===== src/rtl/regfile_ctrl_if.sv =====
// regfile_ctrl_if: issue, register-file, ALU operand/result and status signals of regfile_ctrl
interface regfile_ctrl_if;
  logic       issue_valid_in, issue_wb_in, issue_ready_out;
  logic [2:0] issue_rd_in, issue_sr1_in, issue_sr2_in;
  logic [2:0] sr1_out, sr2_out;
  logic [7:0] sr1_data_in, sr2_data_in;
  logic [7:0] opa_out, opb_out;
  logic       op_valid_out, op_ready_in;
  logic       res_valid_in;
  logic [7:0] res_data_in;
  logic       we_reg_out;
  logic [2:0] rd_out;
  logic [7:0] data_out;
  logic       busy_out, error_out;
  modport master (
    output issue_valid_in, issue_wb_in, issue_rd_in, issue_sr1_in, issue_sr2_in,
    output sr1_data_in, sr2_data_in, op_ready_in, res_valid_in, res_data_in,
    input  issue_ready_out, sr1_out, sr2_out, opa_out, opb_out, op_valid_out,
    input  we_reg_out, rd_out, data_out, busy_out, error_out
  );
  modport slave (
    input  issue_valid_in, issue_wb_in, issue_rd_in, issue_sr1_in, issue_sr2_in,
    input  sr1_data_in, sr2_data_in, op_ready_in, res_valid_in, res_data_in,
    output issue_ready_out, sr1_out, sr2_out, opa_out, opb_out, op_valid_out,
    output we_reg_out, rd_out, data_out, busy_out, error_out
  );
endinterface


===== src/rtl/regfile_ctrl.sv =====
// regfile_ctrl: steps one instruction through operand read, ALU issue, result wait and write-back.
// Build macro REGFILE_CTRL_BYPASS_EN lets WRITE accept the next issue and forward the written result.
module regfile_ctrl (
  input  logic          clka,
  input  logic          reset_in,
  regfile_ctrl_if.slave bus
);
`ifdef REGFILE_CTRL_BYPASS_EN
  localparam bit BYP = 1'b1;
`else
  localparam bit BYP = 1'b0;
`endif
  typedef enum logic [2:0] {IDLE, READ, ISSUE, WAIT_RES, WRITE} state_t;
  state_t     state_q;
  logic [2:0] rd_q, sr1_q, sr2_q;
  logic       wb_q, ready_q, op_valid_q, we_q, busy_q, error_q;
  logic [7:0] opa_q, opb_q, data_q;
  logic [3:0] cnt_q;
  logic       take_byp;
  assign take_byp = BYP && state_q == WRITE && bus.issue_valid_in;
  // a bypassed issue must read the register file at its own addresses in the same cycle
  assign bus.sr1_out         = take_byp ? bus.issue_sr1_in : sr1_q;
  assign bus.sr2_out         = take_byp ? bus.issue_sr2_in : sr2_q;
  assign bus.issue_ready_out = ready_q;
  assign bus.opa_out         = opa_q;
  assign bus.opb_out         = opb_q;
  assign bus.op_valid_out    = op_valid_q;
  assign bus.we_reg_out      = we_q;
  assign bus.rd_out          = rd_q;
  assign bus.data_out        = data_q;
  assign bus.busy_out        = busy_q;
  assign bus.error_out       = error_q;
  always_ff @(posedge clka or negedge reset_in)
    if (!reset_in) begin
      state_q    <= IDLE;
      {rd_q, sr1_q, sr2_q, wb_q} <= '0;
      {opa_q, opb_q, data_q}     <= '0;
      cnt_q      <= '0;
      ready_q    <= 1'b1;
      op_valid_q <= 1'b0;
      we_q       <= 1'b0;
      busy_q     <= 1'b0;
      error_q    <= 1'b0;
    end else begin
      case (state_q)
        IDLE: if (bus.issue_valid_in) begin
          {rd_q, sr1_q, sr2_q, wb_q} <= {bus.issue_rd_in, bus.issue_sr1_in, bus.issue_sr2_in, bus.issue_wb_in};
          state_q <= READ;
          ready_q <= 1'b0;
          busy_q  <= 1'b1;
        end
        READ: begin
          opa_q      <= bus.sr1_data_in;
          opb_q      <= bus.sr2_data_in;
          op_valid_q <= 1'b1;
          state_q    <= ISSUE;
        end
        ISSUE: if (bus.op_ready_in) begin
          op_valid_q <= 1'b0;
          cnt_q      <= '0;
          state_q    <= WAIT_RES;
        end
        // a result arriving in the final (15th) wait cycle still beats the timeout
        WAIT_RES: begin
          cnt_q <= cnt_q + 4'd1;
          if (bus.res_valid_in) begin
            data_q  <= bus.res_data_in;
            state_q <= wb_q ? WRITE : IDLE;
            we_q    <= wb_q;
            busy_q  <= wb_q;
            ready_q <= !wb_q || BYP;
          end else if (cnt_q == 4'd14) begin
            error_q <= 1'b1;
            state_q <= IDLE;
            busy_q  <= 1'b0;
            ready_q <= 1'b1;
          end
        end
        WRITE: begin
          we_q <= 1'b0;
          if (take_byp) begin
            {rd_q, sr1_q, sr2_q, wb_q} <= {bus.issue_rd_in, bus.issue_sr1_in, bus.issue_sr2_in, bus.issue_wb_in};
            opa_q      <= bus.issue_sr1_in == rd_q ? data_q : bus.sr1_data_in;
            opb_q      <= bus.issue_sr2_in == rd_q ? data_q : bus.sr2_data_in;
            op_valid_q <= 1'b1;
            ready_q    <= 1'b0;
            state_q    <= ISSUE;
          end else begin
            state_q <= IDLE;
            busy_q  <= 1'b0;
            ready_q <= 1'b1;
          end
        end
        default: begin
          state_q    <= IDLE;
          ready_q    <= 1'b1;
          busy_q     <= 1'b0;
          op_valid_q <= 1'b0;
          we_q       <= 1'b0;
        end
      endcase
    end
endmodule


===== src/flat_wrapper.sv =====
// flat-port wrapper written by rule: the top's interface ports become plain ports
module regfile_ctrl_flat 
  (clka, reset_in, bus_issue_valid_in, bus_issue_wb_in, bus_issue_rd_in, bus_issue_sr1_in, bus_issue_sr2_in, bus_sr1_data_in, bus_sr2_data_in, bus_op_ready_in, bus_res_valid_in, bus_res_data_in, bus_issue_ready_out, bus_sr1_out, bus_sr2_out, bus_opa_out, bus_opb_out, bus_op_valid_out, bus_we_reg_out, bus_rd_out, bus_data_out, bus_busy_out, bus_error_out);
  regfile_ctrl_if bus_i ();
  input  logic clka;
  input  logic reset_in;
  input wire logic [$bits(bus_i.issue_valid_in)-1:0] bus_issue_valid_in;
  input wire logic [$bits(bus_i.issue_wb_in)-1:0] bus_issue_wb_in;
  input wire logic [$bits(bus_i.issue_rd_in)-1:0] bus_issue_rd_in;
  input wire logic [$bits(bus_i.issue_sr1_in)-1:0] bus_issue_sr1_in;
  input wire logic [$bits(bus_i.issue_sr2_in)-1:0] bus_issue_sr2_in;
  input wire logic [$bits(bus_i.sr1_data_in)-1:0] bus_sr1_data_in;
  input wire logic [$bits(bus_i.sr2_data_in)-1:0] bus_sr2_data_in;
  input wire logic [$bits(bus_i.op_ready_in)-1:0] bus_op_ready_in;
  input wire logic [$bits(bus_i.res_valid_in)-1:0] bus_res_valid_in;
  input wire logic [$bits(bus_i.res_data_in)-1:0] bus_res_data_in;
  output wire logic [$bits(bus_i.issue_ready_out)-1:0] bus_issue_ready_out;
  output wire logic [$bits(bus_i.sr1_out)-1:0] bus_sr1_out;
  output wire logic [$bits(bus_i.sr2_out)-1:0] bus_sr2_out;
  output wire logic [$bits(bus_i.opa_out)-1:0] bus_opa_out;
  output wire logic [$bits(bus_i.opb_out)-1:0] bus_opb_out;
  output wire logic [$bits(bus_i.op_valid_out)-1:0] bus_op_valid_out;
  output wire logic [$bits(bus_i.we_reg_out)-1:0] bus_we_reg_out;
  output wire logic [$bits(bus_i.rd_out)-1:0] bus_rd_out;
  output wire logic [$bits(bus_i.data_out)-1:0] bus_data_out;
  output wire logic [$bits(bus_i.busy_out)-1:0] bus_busy_out;
  output wire logic [$bits(bus_i.error_out)-1:0] bus_error_out;
  assign bus_i.issue_valid_in = bus_issue_valid_in;
  assign bus_i.issue_wb_in = bus_issue_wb_in;
  assign bus_i.issue_rd_in = bus_issue_rd_in;
  assign bus_i.issue_sr1_in = bus_issue_sr1_in;
  assign bus_i.issue_sr2_in = bus_issue_sr2_in;
  assign bus_i.sr1_data_in = bus_sr1_data_in;
  assign bus_i.sr2_data_in = bus_sr2_data_in;
  assign bus_i.op_ready_in = bus_op_ready_in;
  assign bus_i.res_valid_in = bus_res_valid_in;
  assign bus_i.res_data_in = bus_res_data_in;
  assign bus_issue_ready_out = bus_i.issue_ready_out;
  assign bus_sr1_out = bus_i.sr1_out;
  assign bus_sr2_out = bus_i.sr2_out;
  assign bus_opa_out = bus_i.opa_out;
  assign bus_opb_out = bus_i.opb_out;
  assign bus_op_valid_out = bus_i.op_valid_out;
  assign bus_we_reg_out = bus_i.we_reg_out;
  assign bus_rd_out = bus_i.rd_out;
  assign bus_data_out = bus_i.data_out;
  assign bus_busy_out = bus_i.busy_out;
  assign bus_error_out = bus_i.error_out;
  regfile_ctrl u_core (.clka(clka), .reset_in(reset_in), .bus(bus_i));
endmodule

===== config.mk =====
export PLATFORM = sky130hd
export DESIGN_NAME = regfile_ctrl_flat
export DESIGN_NICKNAME = d
export VERILOG_FILES = /design/src/rtl/regfile_ctrl_if.sv /design/src/rtl/regfile_ctrl.sv /design/src/flat_wrapper.sv
export SDC_FILE = /design/constraint.sdc
export NUM_CORES = 1
export LEC_CHECK = 0
export CORE_ASPECT_RATIO = 1.5
export CORE_MARGIN = 2
export CORE_UTILIZATION = 39
export CTS_CLUSTER_SIZE = 8
export DETAILED_ROUTE_END_ITERATION = 10
export PLACE_DENSITY = 0.8
export SYNTH_ARGS = -nofsm -noshare
export SYNTH_HDL_FRONTEND = slang
export SYNTH_SLANG_ARGS = --single-unit

===== constraint.sdc =====
create_clock -name clka -period 1.6 [get_ports clka]
set_clock_uncertainty 0.15 [all_clocks]
set_input_delay 0.32 -clock clka [delete_from_list [all_inputs] [get_ports clka]]
set_output_delay 0.32 -clock clka [all_outputs]
set_load 0.01 [all_outputs]

Yosys cells after proc, flatten, opt, wreduce, memory -nomap -nowiden

Index checks and enable logic that the tools add are counted.

Register bits after elaboration: 46
Bits of input ports: 39
Output and inout bits: 38
Word-level logic and storage cells: 62

$add $sub $neg: 1
Equality and inequality tests: 9
Muxes and demuxes: 20
Bitwise operators: 4
Reductions and logical operators: 14

Operators by type and width:

| operator                                                        | number |
|---|---|
| 3-bit 2-to-1 mux                                                | 5 |
| 3-bit one-hot mux with 4 select lines                           | 1 |
| 2-bit AND reduction                                             | 5 |
| 1-bit one-hot mux with 3 select lines                           | 3 |
| 3-bit AND reduction                                             | 3 |
| 1-bit 2-to-1 mux                                                | 8 |
| 4-bit one-hot mux with 2 select lines                           | 1 |
| 3-bit by 2-bit == test with 1-bit output, second input constant | 2 |
| 2-bit != test, second input constant                            | 3 |
| 3-bit OR reduction                                              | 2 |
| 4-bit by 1-bit adder with 4-bit output, second input constant   | 1 |
| 4-bit == test, second input constant                            | 1 |
| 4-bit 2-to-1 mux                                                | 1 |
| 1-bit inverter                                                  | 4 |
| 3-bit by 1-bit == test with 1-bit output, second input constant | 1 |
| 3-bit == test, second input constant                            | 1 |
| 3-bit zero test                                                 | 1 |
| 3-bit by 2-bit != test with 1-bit output, second input constant | 1 |
| 1-bit one-hot mux with 2 select lines                           | 1 |
| 2-bit nonzero test                                              | 1 |
| 2-bit OR reduction                                              | 1 |
| 1-bit zero test                                                 | 1 |

Logic depth before layout (Yosys ltp)

Depth in word-level cells: 4
Gate-level depth with buffers: 5

Worst setup path after synthesis

No wires, ideal clock.

Path type: register to register
From: register u_core.state_q[1]
To: register u_core.rd_q[0] (netlist: u_core.bus.rd_out[0])
Arrival time: 1348 ps
Required time: 1325 ps
Setup slack: -23 ps
Stages on the path, launching flop included: 5
Buffers on the path: 1
Cells stage by stage: dfrtp_1 > nor3_1 > and2_1 > buf_6 > mux2_2

Longest elaborated chain between the ends: 2

RTL lines:

| item                                 | line               | RTL |
|---|---|---|
| start: declaration                   | regfile_ctrl.sv:14 | `state_t state_q;` |
| start signal: assignment             | regfile_ctrl.sv:68 | `state_q <= wb_q ? WRITE : IDLE;` |
| 3-bit zero test                      | regfile_ctrl.sv:45 | `case (state_q)` |
| 2-bit AND reduction (no source line) | --                 |  |
| end signal: assignment               | regfile_ctrl.sv:47 | `{rd_q, sr1_q, sr2_q, wb_q} <= {bus.issue_rd_in, bus.issue_sr1_in, bus.issue_sr2_in, bus.issue_wb_in};` |
| end signal: assignment               | regfile_ctrl.sv:82 | `{rd_q, sr1_q, sr2_q, wb_q} <= {bus.issue_rd_in, bus.issue_sr1_in, bus.issue_sr2_in, bus.issue_wb_in};` |
| end: declaration                     | regfile_ctrl.sv:15 | `logic [2:0] rd_q, sr1_q, sr2_q;` |

No other way between the ends.
A chain may end at the register's enable or synchronous reset.

Worst setup path in the final report

From: register u_core.state_q[0]
To: register u_core.sr1_q[0] (netlist: u_core.bus.sr1_out[0])

Longest elaborated chain between the ends: 2

RTL lines:

| item                                 | line |
|---|---|
| 3-bit zero test                      | regfile_ctrl.sv:45 |
| 2-bit AND reduction (no source line) | -- |
| end signal: assignment               | regfile_ctrl.sv:47 |
| end signal: assignment               | regfile_ctrl.sv:82 |
| end: declaration                     | regfile_ctrl.sv:15 |

No other way between the ends.

==> impl_metrics.env <==
export IMPL_clk_pin_slew_ns=0.09
export IMPL_routed_wl_microns=4170
export IMPL_async_flop_share=1.00
export IMPL_start_util=0.403
export IMPL_hp_class="flip-flop to flip-flop"
export IMPL_path_max_fanout=7
export IMPL_fin_nets=274
export IMPL_overflow=0
export IMPL_synth_yosys_seq_area_share=0.600
export IMPL_seq_power_share=0.377
export IMPL_port_buffers=76
export IMPL_crit_path_start_kind="flip-flop"
export IMPL_syn_avg_cell_area_sq_um=14.3
export IMPL_ir_drop_mv=1.07
export IMPL_drtAntennaViolNets=0
export IMPL_htreeDepth=2
export IMPL_crit_required_ns=1.64
export IMPL_clockPowerShare=0.140
export IMPL_num_vias=1456
export IMPL_post_route_util=0.639
export IMPL_rsz0062_at_grt="true"
export IMPL_die_h_microns=89.9
export IMPL_clock_latency_ns=0.30
export IMPL_core_rowCount=31
export IMPL_setup_violations=0
export IMPL_cts_tree="done"
export IMPL_crit_type="flip-flop to flip-flop"
export IMPL_cts_max_path_buffers=2
export IMPL_worst_slew_pin_slew_ns=0.273
export IMPL_max_freq_mhz=643
export IMPL_place_gp_congestion=0.707
export IMPL_ys_seq_elements=46
export IMPL_fin_hold_ws_ns=0.324
export IMPL_synthFlopType="dfrtp_1"
export IMPL_dieArea_sq_um=5510
export IMPL_yosysUniqueCellTypes=35
export IMPL_power_uw=5540
export IMPL_grt_max_degree=47
export IMPL_cp_arrival_ns=1.59
export IMPL_remaining_drc_errors=0
export IMPL_die_x_microns=61.3
export IMPL_syn_inst=134
export IMPL_drive_above_1_share=0.325
export IMPL_p_leak_uw=0.00140
export IMPL_p_per_area_nw_per_um2=1820
export IMPL_drtIter0Drc=20
export IMPL_setup_ws_ns=0.0449
export IMPL_status="finished clean"
export IMPL_grt_pass1_vias=1435
export IMPL_p_comb_frac=0.483
export IMPL_synth_edf_count=0
export IMPL_maxCapViolCount=0
export IMPL_core_area_sq_um=4770
export IMPL_clockRootBuffer="clkbuf_8"
export IMPL_yosys_warnings=0
export IMPL_num_fill_cells=392
export IMPL_grt_first_pass_wirelength_microns=6530
export IMPL_syn_num_nets=175
export IMPL_hold_violations=0
export IMPL_vias_per_cell=4.85
export IMPL_antenna_found_initial=0
export IMPL_p_int_uw=3770
export IMPL_power_switching_uw=1770
export IMPL_grt_usage=0.156
export IMPL_cts_sinks=46
export IMPL_p_sw_frac=0.320
export IMPL_routedWlPerCell_microns=13.9
export IMPL_hpwl_microns=3000
export IMPL_finalCritPeriodShare=0.972
export IMPL_maxSlewHeadroom=0.818
export IMPL_area_growth_synth_to_final_pct=58.6
export IMPL_drv_slew=0
export IMPL_min_period_ns=1.56
export IMPL_netlist_area_sq_um=1920
export IMPL_diodes=0
export IMPL_io_pins=77
export IMPL_first_pass_iters=4
export IMPL_pre_cts_ws_ns=-0.286
export IMPL_cts_buffers=5
export IMPL_endpoint_kind="flip-flop"
## per-stage QoR
step	area (sq um)	setup TNS, ns	std cells
2_1_floorplan	1930	0	134
3_3_place_gp	2860	-3.54	286
3_5_place_dp	2860	-3.96	286
4_1_cts	2950	-0.00701	296
5_1_grt	3050	-0.0370	300
6_report	3050	0	300
## final cells by class
class | count | area [sq um] | area share
multi-input combinational | 78 | 771 | 0.253
sequential | 46 | 1160 | 0.379
clock buffer | 7 | 96.3 | 0.0316
inverter | 4 | 15.0 | 0.00493
tap | 66 | 82.6 | 0.0271
timing repair buffer | 98 | 917 | 0.301
clock inverter | 1 | 8.76 | 0.00287
## cells in the final DEF (no fill, tap or decap), drive strengths merged
cell,n
dfrtp,45
clkdlybuf4s50,37
dlygate4sd2,37
mux2,34
buf,22
clkbuf,7
inv,4
nor2,4
nand3,4
o21ai,3
nor2b,3
o2bb2ai,3
a21oi,3
a22o,2
nand2,2
ha,2
nor3b,2
nor3,1
and2,1
nand4bb,1
nand3b,1
a21o,1
or2,1
and4bb,1
xnor2,1
or3b,1
nand4,1
a221oi,1
a41o,1
a221o,1
nand2b,1
mux2i,1
o31ai,1
clkinv,1
dlygate4sd3,1
clkdlybuf4s15,1
dfstp,1
## cells by family (layout without fill, tap and decap cells)
family	count (synthesis)	count (layout)	share of synthesized area
AO/OA/AOI/OAI	16	16	0.0645
XOR/XNOR	1	1	0.00456
adder cells (fa/ha/maj)	2	2	0.0130
buffers and inverters	10	110	0.0313
flip-flops	46	46	0.600
multiplexers	35	35	0.205
AND/OR/NAND/NOR	24	24	0.0821
## what timing repair did
item / in CTS / in global routing
buffers inserted: 1 / 5
hold buffers: 1 / 0
pin swaps: 0 / 3
endpoints found under the setup margin: 56 / 20
hold endpoints to repair: 45 / 0
gates resized for setup: 42 / 19
## layer usage
| metal | vias up | global-route usage | part of all wire |
|---|---|---|---|
| met4 | 0 | 0.0543 | 0.0091 |
| met5 | - | 0 | 0 |
| li1 | 679 | - | - |
| met3 | 5 | 0.0489 | 0.078 |
| met2 | 63 | 0.264 | 0.56 |
| met1 | 709 | 0.178 | 0.35 |
## final timing paths
check,startpoint,to,slack (ns),depth (start not counted)
max reg2reg,u_core.state_q[0]$_DFFE_PN0P_,u_core.bus.sr1_out[0]$_DFFE_PN0P_,0.04,4
min reg2reg,u_core.bus.error_out$_DFFE_PN0P_,u_core.bus.error_out$_DFFE_PN0P_,0.32,1
min in group asynchronous,reset_in,u_core.bus.data_out[3]$_DFFE_PN0P_,0.37,3
max in group asynchronous,reset_in,u_core.bus.issue_ready_out$_DFFE_PN1P_,0.63,3
max,u_core.state_q[0]$_DFFE_PN0P_,u_core.bus.sr1_out[0]$_DFFE_PN0P_,0.04,4
min,u_core.bus.error_out$_DFFE_PN0P_,u_core.bus.error_out$_DFFE_PN0P_,0.32,1
## sequential cells by signal (all words and copies together), names as in the netlist
signal	flops
u_core.bus.op_valid_out	1
u_core.bus.data_out	8
u_core.cnt_q	4
u_core.bus.rd_out	3
u_core.state_q	3
u_core.bus.opb_out	8
u_core.wb_q	1
u_core.bus.sr2_out	3
u_core.bus.sr1_out	3
u_core.bus.we_reg_out	1
u_core.bus.error_out	1
u_core.bus.opa_out	8
u_core.bus.busy_out	1
u_core.bus.issue_ready_out	1
## cells in the mapped netlist, types with 2 or more instances
master	count	area (sq um)
dfrtp_1	45	1130
a21oi_1	3	15.0
o2bb2ai_1	2	17.5
o21ai_0	3	15.0
inv_1	4	15.0
nor2_1	4	15.0
nand2_1	2	7.51
ha_1	2	25.0
nand3_1	4	20.0
nor2b_1	3	18.8
buf_2	3	15.0
mux2_2	34	383
buf_6	2	22.5
a22o_1	2	17.5
## power groups by stage
stage	Combinational [uW]	Clock, uW	Sequential, uW
final	2680	775	2090
after global routing	2900	857	2160
after detailed placement	2770	0	2110
after global placement	2720	0	2090
after floorplan	1120	0	2290
after CTS	2490	809	2070
## critical path, stage by stage (launching register included)
cell and delay (ns):
dfrtp_2 0.48, nor3_4 0.21, and2_4 0.18, buf_6 0.13, mux2_4 0.30
Power figures use the tool's default switching activity.
